==> src/rtl/layer_engine_adder_ctrl.sv <==
// Job sequencer for the layer-engine adder: accepts one descriptor,
// issues it as the adder opcode, gates input streams by the job mask
// and pulses job_done once the job's output beat count is reached.
//
// Ports:
//   clk, rst (async, active-low)
//   job_opcode/job_valid/job_ready       descriptor from scheduler
//   opcode/opcode_valid/opcode_accept    opcode offer to adder
//   src_valid/src_ready                  stream source side
//   datain_valid/datain_ready            adder input side (gated)
//   dataout_valid/dataout_ready          adder output (monitored)
//   job_done                             one-cycle completion pulse
//   busy                                 high outside IDLE
module layer_engine_adder_ctrl #(
    parameter int C_NUM_INPUTS   = 3,
    parameter int C_OPCODE_WIDTH = 64,
    parameter int C_CNT_WIDTH    = 16
) (
    input  logic                      clk,
    input  logic                      rst,
    input  logic [C_OPCODE_WIDTH-1:0] job_opcode,
    input  logic                      job_valid,
    output logic                      job_ready,
    output logic [C_OPCODE_WIDTH-1:0] opcode,
    output logic                      opcode_valid,
    input  logic                      opcode_accept,
    input  logic [C_NUM_INPUTS-1:0]   src_valid,
    output logic [C_NUM_INPUTS-1:0]   src_ready,
    output logic [C_NUM_INPUTS-1:0]   datain_valid,
    input  logic [C_NUM_INPUTS-1:0]   datain_ready,
    input  logic                      dataout_valid,
    input  logic                      dataout_ready,
    output logic                      job_done,
    output logic                      busy
);

    localparam int C_MASK_LO = 16;
    localparam int C_MASK_HI = 16 + C_NUM_INPUTS - 1;
    localparam logic [C_CNT_WIDTH-1:0] C_ONE = 1;

    typedef enum logic [1:0] {
        S_IDLE,
        S_ISSUE,
        S_RUN,
        S_DONE
    } state_t;

    state_t                    r_state;
    state_t                    w_next;
    logic [C_OPCODE_WIDTH-1:0] r_opcode;
    logic [C_NUM_INPUTS-1:0]   r_mask;
    logic [C_CNT_WIDTH-1:0]    r_n;
    logic [C_CNT_WIDTH-1:0]    r_cnt;

    logic                      w_idle;
    logic                      w_issue;
    logic                      w_run;
    logic                      w_job_hs;
    logic                      w_op_hs;
    logic                      w_beat;
    logic                      w_last;
    logic [C_CNT_WIDTH-1:0]    w_job_n;

    assign w_idle   = (r_state == S_IDLE);
    assign w_issue  = (r_state == S_ISSUE);
    assign w_run    = (r_state == S_RUN);
    assign w_job_n  = job_opcode[C_CNT_WIDTH-1:0];
    assign w_job_hs = w_idle & job_valid;
    assign w_op_hs  = w_issue & opcode_accept;
    assign w_beat   = w_run & dataout_valid & dataout_ready;
    // Counter holds beats already seen; this beat is the Nth one.
    assign w_last   = w_beat & (r_cnt == r_n - C_ONE);

    // rst term keeps job_ready low while reset is held.
    assign job_ready    = w_idle & rst;
    assign opcode       = r_opcode;
    assign opcode_valid = w_issue;
    assign job_done     = (r_state == S_DONE);
    assign busy         = ~w_idle;
    assign datain_valid = w_run ? (src_valid & r_mask) : '0;
    assign src_ready    = w_run ? (datain_ready & r_mask) : '0;

    always_ff @(posedge clk or negedge rst) begin
        if (!rst) begin
            r_state <= S_IDLE;
        end else begin
            r_state <= w_next;
        end
    end

    always_comb begin
        w_next = r_state;
        unique case (r_state)
            S_IDLE: begin
                if (job_valid) begin
                    w_next = (w_job_n != '0) ? S_ISSUE : S_DONE;
                end
            end
            S_ISSUE: begin
                if (opcode_accept) begin
                    w_next = S_RUN;
                end
            end
            S_RUN: begin
                if (w_last) begin
                    w_next = S_DONE;
                end
            end
            S_DONE: begin
                w_next = S_IDLE;
            end
            default: begin
                w_next = S_IDLE;
            end
        endcase
    end

    always_ff @(posedge clk or negedge rst) begin
        if (!rst) begin
            r_opcode <= '0;
            r_mask   <= '0;
            r_n      <= '0;
        end else if (w_job_hs) begin
            r_opcode <= job_opcode;
            r_mask   <= job_opcode[C_MASK_HI:C_MASK_LO];
            r_n      <= w_job_n;
        end
    end

    always_ff @(posedge clk or negedge rst) begin
        if (!rst) begin
            r_cnt <= '0;
        end else if (w_op_hs) begin
            r_cnt <= '0;
        end else if (w_beat) begin
            r_cnt <= r_cnt + C_ONE;
        end
    end

endmodule

==> config.mk <==
export PLATFORM = sky130hd
export DESIGN_NAME = layer_engine_adder_ctrl
export DESIGN_NICKNAME = d
export VERILOG_FILES = /design/src/rtl/layer_engine_adder_ctrl.sv
export SDC_FILE = /design/constraint.sdc
export NUM_CORES = 1
export LEC_CHECK = 0
export ABC_AREA = 0
export CELL_PAD_IN_SITES_DETAIL_PLACEMENT = 1
export CELL_PAD_IN_SITES_GLOBAL_PLACEMENT = 2
export CORE_MARGIN = 2
export CORE_UTILIZATION = 25
export CTS_CLUSTER_DIAMETER = 150
export DETAILED_ROUTE_END_ITERATION = 7
export PLACE_DENSITY = 0.73
export SLEW_MARGIN = 20
export SYNTH_ARGS = -nofsm -noshare
export SYNTH_HDL_FRONTEND = slang
export SYNTH_SLANG_ARGS = --single-unit
export TNS_END_PERCENT = 1
==> constraint.sdc <==
create_clock -name clk -period 2.31 [get_ports clk]
set_input_delay 0.693 -clock clk [delete_from_list [all_inputs] [get_ports clk]]
set_output_delay 0.693 -clock clk [all_outputs]
set_load 0.02 [all_outputs]
==> impl_metrics.json <==
{
  "status": "finished with violations",
  "violations": "setup timing",
  "cts_buffers": 9,
  "criticalPathCategory": "reg -> reg",
  "die_x_um": 130,
  "grt_antenna_before_repair": 0,
  "syn-cell-area_mm2": 0.00395,
  "synth.area.top_cells": "dfrtp_1, mux2_2, xor2_1, xnor2_1, nor2_1",
  "cts_htree_levels": 3,
  "max_freq_ghz": 0.431,
  "reg2reg_to": "r_state[1]",
  "synth.distinct_cells": 41,
  "hold_viol": 0,
  "cts_tree": "done",
  "drt.antenna.violating_nets": 0,
  "syn_nets": 408,
  "drive_gt1_share_pct": 29.3,
  "stdcell_count": 723,
  "r2r_cells": 9,
  "num_rows": 45,
  "crit_path_end_kind": "flip-flop",
  "dpl.hpwl_mm": 9.03,
  "port_buffers": 149,
  "finalSetupViolCount": 1,
  "cap_viol_max_count": 0,
  "slew_headroom_pct": 62.3,
  "worstHoldPathType": "in -> async",
  "dp.cells": 706,
  "grt_pass1_vias": 3526,
  "arrival_ns": 2.59,
  "start_util_pct": 25.8,
  "ys_seq_elements": 82,
  "yosysTopAreaCell": "dfrtp_1",
  "drc": 0,
  "grt_use_total_pct": 14.6,
  "powerDensity_mw_per_mm2": 1330,
  "grt_max_degree": 45,
  "post_drt_via_cell_ratio": 4.46,
  "grt_pass1_wl_mm": 18.8,
  "root_buffer": "clkbuf_16",
  "avgSynthCellArea_um2": 12.2,
  "setup_ws_ns": -0.0119,
  "grt_overflow": 0,
  "finalCritPeriodShare_pct": 101,
  "drt-total-wl_mm": 11.9,
  "synth_seq_area_share_pct": 51.9,
  "vdd_drop_max_mv": 0.633,
  "drt-pass1-iter-count": 3,
  "synth.top_cell.area_share_pct": 51.9,
  "cts_num_sinks": 82,
  "nets": 592,
  "cp.required_ns": 2.58,
  "fin_setup_tns_ns": -0.0119,
  "clk_pin_slew_ns": 0.06,
  "die_h_um": 130,
  "power_leakage_uw": 0.00268,
  "synth_warnings": 0,
  "area_growth_pct": 59.5,
  "fillers": 1701,
  "regToRegSetupSlack_ns": -0.01,
  "cts_buffer_depth": 2,
  "grt_setup_unrepaired": "true",
  "gp_congestion": 0.758,
  "num_io_pins": 150,
  "antennaDiodeCount": 0,
  "finClkSkew_ns": 0.00661,
  "vias": 3228,
  "worstSkewPairLatency_ns": 0.34,
  "dieArea_mm2": 0.0168,
  "design.core.area_mm2": 0.0153,
  "routedWlPerCell_um": 16.5,
  "fin_hold_ws_ns": 0.438,
  "reg2reg_from": "opcode[0]",
  "syn_inst": 325,
  "period_needed_ns": 2.32,
  "worst-path-max-fanout": 4,
  "slew_viol_final": 0,
  "tightest_slew_ns": 0.566,
  "power.total_uw": 8380,
  "drt-initial-drc-count": 105,
  "start_kind": "flip-flop"
}
==> cells in the final DEF (no fill, tap or decap), drive strengths merged, types with 2 or more instances in the layout <==
cell / instances
dfrtp: 82
dlygate4sd2: 3
and3: 9
nand4: 8
nor2: 25
nor4: 10
a21oi: 3
o21ai: 2
inv: 8
clkdlybuf4s50: 136
clkbuf: 18
a31oi: 4
xor2: 21
nor3b: 2
and2: 2
nand2: 16
nand3: 10
nor3: 4
mux2i: 2
buf: 40
xnor2: 18
dlymetal6s2s: 2
ha: 7
mux2: 64
==> repair_timing <==
item,CTS,global route
gates resized for setup,14,30
pin swaps,0,9
gates cloned,0,0
hold buffers,0,0
buffers inserted,0,3
endpoints found under the setup margin,11,11
==> how the worst max path moves through the flow <==
stage / start / endpoint / slack, ns / depth (start not counted)
after floorplan: opcode[0] / r_state[1] / 0.06 / 9
after global placement: src_valid[0] / datain_valid[0] / -0.27 / 3
after detailed placement: src_valid[0] / datain_valid[0] / -0.30 / 3
after CTS: opcode[1] / r_state[1] / -0.07 / 8
after global routing: opcode[0] / r_state[1] / -0.11 / 9
final: opcode[0] / r_state[1] / -0.01 / 9
==> worst max-delay path, cell delays in order, from the launching register on <==
cell and delay, ns:
dfrtp_1 0.42, buf_4 0.15, or4_4 0.54, nand2_2 0.08, a311oi_1 0.10, nor4_1 0.38
nor4_2 0.09, buf_4 0.15, a31oi_2 0.13, mux2i_1 0.20
==> power breakdown <==
group | switching (µW) | internal, µW | total (µW)
sequential | 437 | 2050 | 2490
combinational | 2170 | 2360 | 4530
clock | 556 | 802 | 1360
total | 3170 | 5210 | 8380
==> through the flow <==
stage / cell area [µm²] / setup slack (ns) / util (%)
2_1_floorplan: 3950 / 0.0585 / -
3_3_place_gp: 5950 / -0.273 / 38.8
3_5_place_dp: 5950 / -0.298 / 38.8
4_1_cts: 6220 / -0.0688 / 40.6
5_1_grt: 6300 / -0.115 / 41.1
6_report: 6300 / -0.0119 / 41.1
==> logic make-up after synthesis <==
family	count (synthesis)	synth area share, %
AOI/OAI and AO/OA	15	3.23
xor gates and xnor gates	39	8.65
adders and majority gates	7	2.22
buffers and inverters	23	2.41
DFF	82	51.9
muxes	66	18.8
and+or+nand+nor	93	12.8
==> cells in the mapped netlist <==
cell	instances
o41ai_2	1
nor4_2	1
inv_2	1
nor4_4	1
or4_1	1
or3b_1	1
nand2_1	15
nor2_2	1
o221a_2	1
buf_2	1
nor3b_1	1
a31oi_1	4
clkbuf_1	13
xor2_1	21
a21oi_1	3
nor3b_2	1
nor2_1	24
o21ai_1	2
and2_1	2
nand4b_1	1
a311oi_1	1
mux2i_1	2
and4_1	1
nand3_1	10
nand2_2	1
mux2_2	64
dfrtp_1	82
nand3b_1	1
and3_1	9
nor3_1	4
o22ai_1	1
xnor2_1	18
nand4_1	8
buf_6	1
a2111oi_4	1
nand2b_1	1
inv_1	7
nor4_1	8
ha_1	7
or3_1	1
a211oi_1	1
==> flip-flops by register name, summed over array words and instances (netlist names) <==
register / flops
opcode: 64
r_cnt: 16
r_state: 2
==> cell type report <==
| type | instances | area, µm² | area share [%] |
|---|---|---|---|
| inverter | 8 | 30.0 | 0.477 |
| timing repair buffer | 188 | 1790 | 28.5 |
| clock buffer | 12 | 267 | 4.23 |
| tap | 211 | 264 | 4.19 |
| sequential | 82 | 2050 | 32.6 |
| clock inverter | 2 | 12.5 | 0.199 |
| multi-input combinational | 220 | 1880 | 29.8 |
==> routing by layer <==
| metal | global-route usage [%] | vias up | part of all wire, % | wire [µm] |
|---|---|---|---|---|
| li1 | - | 1507 | - | - |
| met1 | 17.8 | 1597 | 42 | 5030 |
| met2 | 23.2 | 114 | 47 | 5610 |
| met3 | 6.64 | 10 | 9.6 | 1150 |
| met4 | 4.55 | 0 | 1.1 | 127 |
| met5 | 0 | - | 0 | 0 |
Note: power is estimated with default switching activity, not from simulation.
